### config.mk
export PLATFORM = sky130hd
export DESIGN_NAME = change_dispenser_ctrl
export DESIGN_NICKNAME = d
export VERILOG_FILES = /design/src/rtl/change_dispenser_ctrl.sv
export SDC_FILE = /design/constraint.sdc
export NUM_CORES = 1
export LEC_CHECK = 0
export ABC_AREA = 1
export BUFFER_PORTS_ARGS = -buffer_cell sky130_fd_sc_hd__buf_2
export CAP_MARGIN = 20
export CORE_MARGIN = 5
export CORE_UTILIZATION = 40
export CTS_CLUSTER_DIAMETER = 200
export DETAILED_ROUTE_END_ITERATION = 6
export PLACE_DENSITY = 0.61
export SYNTH_ARGS = -nofsm -noshare
export SYNTH_HDL_FRONTEND = slang
export SYNTH_SLANG_ARGS = --single-unit
### constraint.sdc
create_clock -name clk -period 4.55 [get_ports clk]
set_clock_uncertainty 0.15 [all_clocks]
set_input_delay 0.455 -clock clk [delete_from_list [all_inputs] [get_ports clk]]
set_output_delay 0.455 -clock clk [all_outputs]
set_load 0.05 [all_outputs]
### src/rtl/change_dispenser_ctrl.sv
// -----------------------------------------------------------------------------
// change_dispenser_ctrl
//
// Pays out change after a vend by driving the coin hopper one coin at a time.
// Greedy selection of $5/$2/$1 coins, skipping any tube flagged empty, with a
// pulse/ack handshake per coin and a bounded wait for the ack. Reports
// completion with a one-cycle done pulse, or parks in a fault state until
// fault_clr is asserted.
//
// Parameters
//   AMT_W          width of change amount and remaining count
//   PULSE_CYCLES   cycles each hop_coin* drive pulse is held high (>=1)
//   GAP_CYCLES     idle cycles between coins after ack (>=1)
//   TIMEOUT_CYCLES max cycles waiting for hop_ack before fault (>=1)
//
// Ports
//   clk          in   system clock
//   rst          in   asynchronous reset, active-high
//   start        in   1-cycle request, sampled only when idle
//   change_amt   in   dollars to pay out, latched on accepted start
//   hop_empty    in   tube empty flags {$5,$2,$1}
//   hop_ack      in   hopper confirms one coin dispensed
//   fault_clr    in   clears fault, returns to idle
//   hop_coin5    out  drive pulse, $5 tube
//   hop_coin2    out  drive pulse, $2 tube
//   hop_coin1    out  drive pulse, $1 tube
//   busy         out  payout in progress (select/pulse/wait/gap/done)
//   done         out  1-cycle pulse, payout complete
//   fault        out  high while faulted
//   remaining    out  dollars still owed
//   coins_out    out  coins dispensed this transaction (saturating)
// -----------------------------------------------------------------------------
module change_dispenser_ctrl #(
   parameter int AMT_W          = 8,
   parameter int PULSE_CYCLES   = 4,
   parameter int GAP_CYCLES     = 4,
   parameter int TIMEOUT_CYCLES = 1000
) (
   input  logic             clk,
   input  logic             rst,
   input  logic             start,
   input  logic [AMT_W-1:0] change_amt,
   input  logic [2:0]       hop_empty,
   input  logic             hop_ack,
   input  logic             fault_clr,
   output logic             hop_coin5,
   output logic             hop_coin2,
   output logic             hop_coin1,
   output logic             busy,
   output logic             done,
   output logic             fault,
   output logic [AMT_W-1:0] remaining,
   output logic [7:0]       coins_out
);

   // State encoding
   localparam logic [2:0] S_IDLE     = 3'd0;
   localparam logic [2:0] S_SELECT   = 3'd1;
   localparam logic [2:0] S_PULSE    = 3'd2;
   localparam logic [2:0] S_WAIT_ACK = 3'd3;
   localparam logic [2:0] S_GAP      = 3'd4;
   localparam logic [2:0] S_DONE     = 3'd5;
   localparam logic [2:0] S_FAULT    = 3'd6;

   // One shared down-the-line counter serves the pulse, ack-wait and gap
   // phases; it is sized for the longest of the three.
   localparam int CNT_MAX_A = (PULSE_CYCLES > GAP_CYCLES) ? PULSE_CYCLES : GAP_CYCLES;
   localparam int CNT_MAX   = (CNT_MAX_A > TIMEOUT_CYCLES) ? CNT_MAX_A : TIMEOUT_CYCLES;
   localparam int CNT_W     = $clog2(CNT_MAX + 1);

   localparam logic [CNT_W-1:0] PULSE_LAST   = CNT_W'(PULSE_CYCLES - 1);
   localparam logic [CNT_W-1:0] GAP_LAST     = CNT_W'(GAP_CYCLES - 1);
   localparam logic [CNT_W-1:0] TIMEOUT_LAST = CNT_W'(TIMEOUT_CYCLES - 1);

   localparam logic [AMT_W-1:0] AMT_5 = AMT_W'(5);
   localparam logic [AMT_W-1:0] AMT_2 = AMT_W'(2);
   localparam logic [AMT_W-1:0] AMT_1 = AMT_W'(1);

   logic [2:0]       state,     state_nx;
   logic [CNT_W-1:0] cnt,       cnt_nx;
   logic [2:0]       denom,     denom_nx;   // one-hot {$5,$2,$1}, same order as hop_empty
   logic [AMT_W-1:0] rem_nx;
   logic [7:0]       coins_nx;
   logic [AMT_W-1:0] denom_amt;

   always_comb begin
      unique case (denom)
         3'b100:  denom_amt = AMT_5;
         3'b010:  denom_amt = AMT_2;
         default: denom_amt = AMT_1;
      endcase
   end

   // Next-state and datapath logic.
   // NOTE: every variable gets a default at the top of this block so no path
   // leaves one unassigned; that is what keeps this combinational and latch-free.
   always_comb begin
      state_nx = state;
      cnt_nx   = cnt;
      denom_nx = denom;
      rem_nx   = remaining;
      coins_nx = coins_out;

      unique case (state)
         S_IDLE: begin
            if (start) begin
               rem_nx   = change_amt;
               coins_nx = '0;
               state_nx = S_SELECT;
            end
         end

         S_SELECT: begin
            cnt_nx = '0;
            // Largest usable coin that does not overshoot the amount owed,
            // so remaining can never underflow.
            if (remaining == '0) begin
               state_nx = S_DONE;
            end else if (!hop_empty[2] && remaining >= AMT_5) begin
               denom_nx = 3'b100;
               state_nx = S_PULSE;
            end else if (!hop_empty[1] && remaining >= AMT_2) begin
               denom_nx = 3'b010;
               state_nx = S_PULSE;
            end else if (!hop_empty[0]) begin
               denom_nx = 3'b001;
               state_nx = S_PULSE;
            end else begin
               state_nx = S_FAULT;
            end
         end

         S_PULSE: begin
            if (cnt == PULSE_LAST) begin
               cnt_nx   = '0;
               state_nx = S_WAIT_ACK;
            end else begin
               cnt_nx = cnt + CNT_W'(1);
            end
         end

         S_WAIT_ACK: begin
            // An ack on the final allowed cycle still counts as success.
            if (hop_ack) begin
               rem_nx   = remaining - denom_amt;
               if (coins_out != 8'hFF) coins_nx = coins_out + 8'd1;
               cnt_nx   = '0;
               state_nx = S_GAP;
            end else if (cnt == TIMEOUT_LAST) begin
               state_nx = S_FAULT;
            end else begin
               cnt_nx = cnt + CNT_W'(1);
            end
         end

         S_GAP: begin
            if (cnt == GAP_LAST) state_nx = S_SELECT;
            else                 cnt_nx   = cnt + CNT_W'(1);
         end

         S_DONE:  state_nx = S_IDLE;

         // remaining/coins_out stay frozen for diagnostics; start is ignored.
         S_FAULT: if (fault_clr) state_nx = S_IDLE;

         default: state_nx = S_IDLE;
      endcase
   end

   // State, datapath and registered outputs. Outputs are decoded from the
   // next state so they line up exactly with the state they describe.
   // NOTE: sequential state uses non-blocking assignments so every register
   // samples pre-edge values regardless of statement order.
   // NOTE: the async reset clears the hopper drives immediately, so an abort
   // mid-pulse stops the motor without waiting for a clock edge.
   always_ff @(posedge clk or posedge rst) begin
      if (rst) begin
         state     <= S_IDLE;
         cnt       <= '0;
         denom     <= 3'b000;
         remaining <= '0;
         coins_out <= '0;
         hop_coin5 <= 1'b0;
         hop_coin2 <= 1'b0;
         hop_coin1 <= 1'b0;
         busy      <= 1'b0;
         done      <= 1'b0;
         fault     <= 1'b0;
      end else begin
         state     <= state_nx;
         cnt       <= cnt_nx;
         denom     <= denom_nx;
         remaining <= rem_nx;
         coins_out <= coins_nx;
         hop_coin5 <= (state_nx == S_PULSE) && denom_nx[2];
         hop_coin2 <= (state_nx == S_PULSE) && denom_nx[1];
         hop_coin1 <= (state_nx == S_PULSE) && denom_nx[0];
         busy      <= (state_nx == S_SELECT) || (state_nx == S_PULSE) ||
                      (state_nx == S_WAIT_ACK) || (state_nx == S_GAP) ||
                      (state_nx == S_DONE);
         done      <= (state_nx == S_DONE);
         fault     <= (state_nx == S_FAULT);
      end
   end

endmodule

==> reports/metrics.yaml <==
detailed_routing:
  wirelength_mm: 5.68
  drt-initial-drc-count: 99
  vias: 2308
  routedWlPerCell_um: 12.2
  drt_pre_antenna_iters: 4
  vias_per_cell: 4.96
  antenna_left: 0
  drc: 0
place:
  post-place-ws_ns: 2.29
  portBuffers: 37
  post_dp_cell_area_mm2: 0.00269
  hpwl_mm: 4.37
  gp_congestion: 0.874
timing:
  finalWorstSetupSlack_ns: 2.31
  slew_headroom_pct: 63.5
  rsz0062_at_grt: "false"
  period_needed_ns: 2.24
  max_freq_mhz: 446
  setup_viol: 0
  worstMarginPinSlew_ns: 0.546
  tns_ns: 0
  whs_ns: 0.120
  fin_crit_sh_pct: 49.3
  drv_slew: 0
  hold_viol_final: 0
cts:
  numCtsBuffers: 5
  clockBufferDepth: 2
  cts_tree: "yes"
  clk_pin_slew_worst_paths_ns: 0.08
  htree_levels: 2
  postCtsSetupRepairBufs: 0
  cts-hold-fix-buffers: 0
  clock_sinks: 38
  clockRootBuffer: "clkbuf_8"
  cts-resized-gates: 0
  clk-insertion-delay-late_ns: 0.29
synthesis:
  yosysMostFrequentCell: "nand2_1"
  syn-num-nets: 372
  synthCells: 350
  synth.cell_area_mm2: 0.00243
  synth_commonest_cells: "nand2_1 (96), inv_1 (44), nor2_1 (42)"
  synth-seq-cells: 38
  avgSynthCellArea_um2: 6.95
  synth-seq-area-share_pct: 39.1
  yosysTopAreaCell: "dfrtp_1"
  ys_types: 28
  synth_area_leaders: "dfrtp_1 (39%), nand2_1 (15%), inv_1 (6.8%)"
  synth_enable_flop_cells: 0
  synth_top_area_share_pct: 39.1
  yosysWarnings: 0
  synth_ff_type: "dfrtp_1"
  async_flop_share_pct: 100
floorplan:
  die_w_um: 88.0
  dieHeight_um: 88.0
  start_util_pct: 41.1
  rows: 28
  ioPinCount: 38
  dieArea_mm2: 0.00774
  core_mm2: 0.00592
layout:
  nets: 411
  area_growth_pct: 14.4
  final_cell_area_mm2: 0.00278
  drive_gt1_share_pct: 15.9
  n_fill_cell: 616
  n_antenna_cell: 0
global_route:
  grt_max_degree: 39
  grt_pass1_wl_mm: 10.0
  grt_overflow_total: 0
  antenna_found_initial: 0
  grt_pass1_vias: 2180
  grt_usage_pct: 16.4
flow_run:
  maxCapViolCount: 0
worst_setup_path:
  worstSetupPathType: "reg2reg"
  crit_fanout: 3
  worstPathRequired_ns: 4.58
  cp-start-kind: "register"
  arrival_ns: 2.28
  endpoint_kind: "register"
power_and_ir_drop:
  total_power_uw: 1730
  power_density_mw_per_mm2: 623
  vdd_drop_max_uv: 375
  p_leak_uw: 0.00149
status:
  run_status: "finished, final reports clean"
hold_path:
  hp-class: "in2async"
-- layout by cell type, fill, tap and decap left out, drive strengths merged --
master,n
nand2,99
inv,50
nor2,47
dfrtp,38
buf,38
nand3,32
o21ai,28
nor3,11
xor2,9
nand4,8
clkbuf,7
ha,5
a21oi,4
a31oi,3
o211ai,2
o22ai,2
o31ai,2
nand3b,1
o21bai,1
xnor2,1
fa,1
clkinv,1
-- kinds of logic after synthesis --
| kind of cell | Yosys count | synth area share, % |
|---|---|---|
| buf+inv | 56 | 8.90 |
| fa+ha+maj | 6 | 3.40 |
| simple gates | 198 | 35.6 |
| flops | 38 | 39.1 |
| xor+xnor | 10 | 3.60 |
| compound gates | 42 | 9.41 |
-- worst paths after layout --
check,slack [ns],cells after the start,endpoint,from
max,2.31,11,remaining[7]$_DFFE_PP0P_,denom[0]$_DFF_PP0_
min,0.12,3,cnt[5]$_DFFE_PP0P_,rst
max reg2reg,2.31,11,remaining[7]$_DFFE_PP0P_,denom[0]$_DFF_PP0_
min reg2reg,0.36,2,remaining[7]$_DFFE_PP0P_,remaining[7]$_DFFE_PP0P_
max in group asynchronous,3.79,3,denom[1]$_DFF_PP0_,rst
min in group clk,0.30,3,remaining[0]$_DFFE_PP0P_,change_amt[0]
-- power by group --
part / internal, µW / total (µW) / switching, µW
sequential: 432 / 519 / 87.2
clock: 122 / 242 / 119
combinational: 262 / 971 / 710
total: 816 / 1730 / 916
-- layer usage --
layer	global-route usage [%]	vias to the layer above	part of all wire (%)	wire length (µm)
li1	-	1203	-	-
met1	23.1	1053	48	2750
met2	25.4	50	46	2640
met3	3.48	2	4.6	262
met4	4.60	0	0.62	35
met5	0	-	0	0
-- stage by stage --
step                utilization, %  std cells
floorplan                        -        350
global placement              45.4        457
detailed placement            45.4        457
CTS                           47.0        465
global route                  47.0        465
finish                        47.0        465
-- critical path, cell delays in order, from the launching register on --
cell and delay (ns):
dfrtp_1 0.38, nor3_1 0.40, inv_1 0.09, ha_1 0.19, a21oi_1 0.13, o21ai_0 0.16
nor3_1 0.33, nand2_1 0.09, nand2_1 0.07, nand2_1 0.05, nand2_1 0.06, nand2_1 0.04
-- cell type report --
class | instances | area (µm²) | share of cell area [%]
timing repair buffer | 38 | 193 | 6.93
sequential | 38 | 951 | 34.2
clock inverter | 1 | 5.00 | 0.180
multi-input combinational | 256 | 1260 | 45.5
clock buffer | 7 | 86.3 | 3.10
inverter | 50 | 188 | 6.75
tap | 75 | 93.8 | 3.37
-- sequential cells by signal, indices dropped and copies added (netlist names) --
register,cells
coins_out,8
state,3
done,1
fault,1
hop_coin2,1
remaining,8
denom,3
hop_coin1,1
hop_coin5,1
busy,1
cnt,10
Note: power is estimated with default switching activity, not from simulation.
